$ cat src/rtl/instr_encoder.sv
// RV32I instruction encoder: packs request fields into a 32-bit word, flags
// illegal types or out-of-range immediates, and buffers results in a 2-entry FIFO.
module instr_encoder #(
    parameter int CNT_W = 16
) (
    input  logic             clk,
    input  logic             rst_n,
    input  logic             clr,
    input  logic             in_valid,
    output logic             in_ready,
    input  logic [3:0]       in_type,
    input  logic [4:0]       in_rd,
    input  logic [4:0]       in_rs1,
    input  logic [4:0]       in_rs2,
    input  logic [2:0]       in_funct3,
    input  logic [6:0]       in_funct7,
    input  logic [31:0]      in_imm,
    output logic             out_valid,
    input  logic             out_ready,
    output logic [31:0]      out_instr,
    output logic             out_err,
    output logic             err_sticky,
    output logic [CNT_W-1:0] word_cnt
);

    typedef struct packed {
        logic        err;
        logic [31:0] instr;
    } entry_t;

    function automatic entry_t encode(
        input logic [3:0]        ty,
        input logic [4:0]        rd,
        input logic [4:0]        rs1,
        input logic [4:0]        rs2,
        input logic [2:0]        f3,
        input logic [6:0]        f7,
        input logic signed [31:0] imm
    );
        entry_t e;
        logic   imm12_ok;
        logic   imm13_ok;
        logic   imm21_ok;
        // An immediate fits when every bit above its sign bit copies the sign.
        imm12_ok = (imm[31:11] == '0) || (imm[31:11] == '1);
        imm13_ok = (imm[31:12] == '0) || (imm[31:12] == '1);
        imm21_ok = (imm[31:20] == '0) || (imm[31:20] == '1);
        e.err   = 1'b0;
        e.instr = '0;
        case (ty)
            4'd0: e.instr = {f7, rs2, rs1, f3, rd, 7'b0110011};
            4'd1: begin
                e.instr = {imm[11:0], rs1, f3, rd, 7'b0010011};
                e.err   = !imm12_ok;
            end
            4'd2: begin
                e.instr = {imm[11:0], rs1, f3, rd, 7'b0000011};
                e.err   = !imm12_ok;
            end
            4'd3: begin
                e.instr = {imm[11:5], rs2, rs1, f3, imm[4:0], 7'b0100011};
                e.err   = !imm12_ok;
            end
            4'd4: begin
                e.instr = {imm[12], imm[10:5], rs2, rs1, f3, imm[4:1], imm[11], 7'b1100011};
                e.err   = !imm13_ok || imm[0];
            end
            4'd5: begin
                e.instr = {imm[20], imm[10:1], imm[11], imm[19:12], rd, 7'b1101111};
                e.err   = !imm21_ok || imm[0];
            end
            4'd6: begin
                e.instr = {imm[11:0], rs1, 3'b000, rd, 7'b1100111};
                e.err   = !imm12_ok;
            end
            4'd7: begin
                e.instr = {imm[31:12], rd, 7'b0110111};
                e.err   = (imm[11:0] != '0);
            end
            4'd8: begin
                e.instr = {imm[31:12], rd, 7'b0010111};
                e.err   = (imm[11:0] != '0);
            end
            default: e.err = 1'b1;
        endcase
        return e;
    endfunction

    entry_t          enc;
    entry_t          slot0;
    entry_t          slot1;
    logic [1:0]      count;
    logic            ready_en;
    logic            sticky;
    logic [CNT_W-1:0] cnt;
    logic            push;
    logic            pop;

    assign enc = encode(in_type, in_rd, in_rs1, in_rs2, in_funct3, in_funct7, in_imm);

    assign in_ready   = ready_en && (count != 2'd2) && !clr;
    assign out_valid  = (count != 2'd0);
    assign out_instr  = slot0.instr;
    assign out_err    = slot0.err;
    assign err_sticky = sticky;
    assign word_cnt   = cnt;

    assign push = in_valid && in_ready;
    assign pop  = out_valid && out_ready;

    // FIFO stage: slot0 is always the head, slot1 the tail when two are held.
    always_ff @(posedge clk or negedge rst_n) begin
        if (!rst_n) begin
            slot0    <= '0;
            slot1    <= '0;
            count    <= 2'd0;
            ready_en <= 1'b0;
            sticky   <= 1'b0;
            cnt      <= '0;
        end else begin
            ready_en <= 1'b1;
            if (clr) begin
                count  <= 2'd0;
                sticky <= 1'b0;
                cnt    <= '0;
            end else begin
                if (pop) begin
                    cnt <= cnt + CNT_W'(1);
                end
                if (push && enc.err) begin
                    sticky <= 1'b1;
                end
                case ({push, pop})
                    2'b11: slot0 <= enc;
                    2'b01: begin
                        slot0 <= slot1;
                        count <= count - 2'd1;
                    end
                    2'b10: begin
                        if (count == 2'd0) begin
                            slot0 <= enc;
                        end else begin
                            slot1 <= enc;
                        end
                        count <= count + 2'd1;
                    end
                    default: ;
                endcase
            end
        end
    end

endmodule

$ cat config.mk
export PLATFORM = sky130hd
export DESIGN_NAME = instr_encoder
export DESIGN_NICKNAME = d
export VERILOG_FILES = /design/src/rtl/instr_encoder.sv
export SDC_FILE = /design/constraint.sdc
export NUM_CORES = 1
export LEC_CHECK = 0
export CORE_MARGIN = 1.5
export CORE_UTILIZATION = 46
export DETAILED_ROUTE_END_ITERATION = 10
export GPL_TIMING_DRIVEN = 0
export PLACE_DENSITY = 0.85
export SKIP_CTS_REPAIR_TIMING = 1
export SKIP_LAST_GASP = 1
export SYNTH_ARGS = -nofsm -noshare
export SYNTH_HDL_FRONTEND = slang
export SYNTH_SLANG_ARGS = --single-unit
export TNS_END_PERCENT = 20
$ cat constraint.sdc
create_clock -name clk -period 2.9 [get_ports clk]
set_clock_uncertainty 0.05 [all_clocks]
set_input_delay 0.435 -clock clk [delete_from_list [all_inputs] [get_ports clk]]
set_output_delay 0.435 -clock clk [all_outputs]
set_load 0.005 [all_outputs]
==> flow_summary.yaml <==
critical_path:
  critPathKind: "in2reg"
  worstPathCellList: "clkdlybuf4s50_1, clkinv_1, a31oi_1, clkbuf_1, nor3_1, o31ai_1"
  slowest_stage: "a31oi_1"
  critPathBufInv: 3
  r2r_slack_ps: 460
  critPathMaxStageDelay_ps: 640
  crit_family: "buffers and inverters"
  worstPathMaxFanout: 10
  crit_path_end_kind: "flop"
  arrival_ps: 2860
  r2r-end: "out_instr[31]"
  crit_required_ps: 3120
  r2r_cells: 6
  timing.rr.start: "count[0]"
  startpoint_type: "input pin"
synthesis:
  yosys_warnings: 0
  synthSimpleGateAreaFrac_pct: 21.9
  synth_cells: 557
  avgSynthCellArea_um2: 8.74
  synth_fp_nets: 624
  synth_edf_count: 0
  synth_top_cell_by_area: "dfrtp_1"
  synth_area_leaders: "dfrtp_1, nand2_1, o21ai_0, nor2_1, a211oi_1"
  synth_cell_type_count: 63
  synthMuxAreaShare_pct: 3.16
  synthXorXnorAreaFrac_pct: 2.52
  synth_area_um2: 4870
  synth_compound_area_share_pct: 24.4
  ys_seq_elements: 84
  synth_fa_ha_area_share_pct: 0.257
  ys_seq_area_share_pct: 43.2
  ys_async_sr_fraction_pct: 100
  synth_top_cell_area_share_pct: 43.2
  synth_top_family_by_area: "compound AO/OA/AOI/OAI gates"
  synthFlopType: "dfrtp_1"
routing:
  vias_per_cell: 6.08
  drc: 0
  ant_nets: 0
  dr.pass1.iters: 6
  wl_per_cell_um: 18.8
  dr.first_iter.drc_count: 395
  wirelength_um: 15500
  vias: 5024
placement:
  place_hpwl_um: 11700
  place_congestion: 1.01
  io_buffers: 115
  numPlacedInstances: 809
floorplan:
  num_rows: 37
  initial_core_util_pct: 47.3
  fp.dieH_um: 106
  io-pin-count: 118
  core_um2: 10300
  dieWidth_um: 106
  die_area_um2: 11200
sta:
  worstMarginPinSlew_ps: 820
  slew_headroom_pct: 44.6
  post-route-period-util_pct: 91.1
  grt_setup_unrepaired: "false"
  finalSetupViolCount: 0
  fmax_ghz: 0.379
  drv_slew: 0
  fin_crit_ps: 2640
  hold_viol_final: 0
  setup_tns_ps: 0
global_route:
  busiest_layer: "met2"
  grt_pass1_vias: 4862
  gr-usage-met2_pct: 45.6
  grt_pass1_wl_um: 24700
  gr-total-overflow: 0
  grt_use_total_pct: 28.3
  grt_max_degree: 68
  grt_antenna_before_repair: 0
  grtUsageMet3_pct: 4.76
  met1_usage_pct: 37.9
pwr:
  intPower_mw: 2.14
  power_switching_mw: 0.918
  p_sw_share_pct: 30.0
  sequentialPowerShare_pct: 46.0
  clkPwrFrac_pct: 28.8
  power.density_nw_per_um2: 477
  power_frac_comb_pct: 25.2
  peakVddDrop_uv: 301
  total_leakage_power_nw: 2.81
clocking:
  path_clk_slew_ps: 100
  clkLatencyLatePin_ps: 380
  cts_tree: "built"
  numCtsBuffers: 9
  clockRootBuffer: "clkbuf_8"
  cts_num_sinks: 84
  ctsLongestPathBuffers: 2
  cts_max_level: 3
layout:
  synthToLayoutAreaGrowth_pct: 32.1
  antenna_cells: 0
  instances_no_fill: 826
  drive_gt1_share_pct: 6.96
  finalNetCount: 752
min_path:
  hold_start: "out_ready"
  hold_path_class: "in2reg"
  min_path_cells: 3
  hold_end: "count[1]"
run_status:
  outcome: "finished clean"
job:
  maxCapViolations: 0
tightest hold or removal path, cell delays in order:
cell and delay [ps]:
clkbuf_1 160, nand2_1 120, o22ai_1 70
worst max path at each step:
stage / start / to / depth (start not counted)
after floorplan: in_imm[24] / slot1[32] / 4
after global placement: rst_n / out_instr[28] / 1
after detailed placement: in_type[1] / out_instr[25] / 7
after CTS: clr / out_instr[31] / 6
after global routing: clr / out_instr[4] / 7
final: clr / out_instr[31] / 6
layout make-up:
type / count / area, um2
clock buffers: 9 / 124
well taps: 136 / 170
clock inverters: 7 / 80.1
repair buffers: 117 / 1190
fillers: 925 / 3850
flip-flops and latches: 84 / 2100
inverters: 9 / 33.8
multi-input cells: 423 / 2550
plain buffers: 41 / 183
metal layers:
metal  part of all wire [%]  vias to the layer above
met3                    6.2                       34
met4                    2.7                        0
met1                     43                     2443
met2                     48                      253
met5                      0                        -
li1                       -                     2294
per-stage QoR:
stage	utilization, %	setup slack (ps)	total power, mW	hold slack [ps]	instance area (um2)
after floorplan	-	853	1.73	89.4	4870
after global placement	60.2	-1610	2.17	408	6190
after detailed placement	60.4	-54.9	2.19	286	6210
after CTS	62.4	329	3.06	-122	6420
after global routing	62.5	136	3.20	438	6430
final	62.5	259	3.06	402	6430
synthesized netlist by cell type (8+ instances only):
cell type  count
inv_1          8
nand2_1       88
clkbuf_1      25
nand3_1        9
nor4_1         9
a22oi_1        9
nor2_1        47
mux2i_1       12
o22a_1         8
o31ai_1        9
nor2b_1       13
o21ai_0       41
dfrtp_1       84
buf_2         11
a21o_1        14
a211oi_1      21
a21oi_1       24
nand4_1       14
and3_1         8
xor2_1        10
power groups by stage:
stage	Sequential, mW	Clock [mW]	Combinational [mW]
after floorplan	1.42	0	0.308
after global placement	1.42	0	0.743
after detailed placement	1.43	0	0.759
after CTS	1.41	0.886	0.765
after global routing	1.43	0.935	0.838
final	1.41	0.882	0.771
logic make-up after synthesis:
family / count (synthesis)
AOI/OAI and AO/OA: 170
xor gates and xnor gates: 14
adders and majority gates: 1
buffers and inverters: 50
DFF: 84
muxes: 15
other: 1
and+or+nand+nor: 222
registers in the layout (all words and copies together) (netlist names):
register and flops:
count 2, err_sticky 1, out_err 1, out_instr 31
ready_en 1, slot1 32, word_cnt 16
layout by cell type (no fill, tap or decap), types with 4 or more instances in the layout:
master,instances
a21o_1,14
clkdlybuf4s50_1,114
clkbuf_1,25
dfrtp_1,84
a221o_1,6
nand3_1,9
a211oi_1,21
a22oi_1,9
nor2b_1,13
clkbuf_8,9
and3_1,8
nand2b_1,7
inv_1,8
mux2i_1,12
o31ai_1,9
nand4_1,14
xnor2_1,4
nor4_1,9
o21ai_0,41
a221oi_1,5
o22a_1,8
a32o_1,4
nand2_1,88
a31oi_1,7
o211ai_1,4
buf_2,11
nor3_1,7
nor2_1,47
a21oi_1,24
xor2_1,10
No activity file was read; power rests on OpenSTA's default activity.
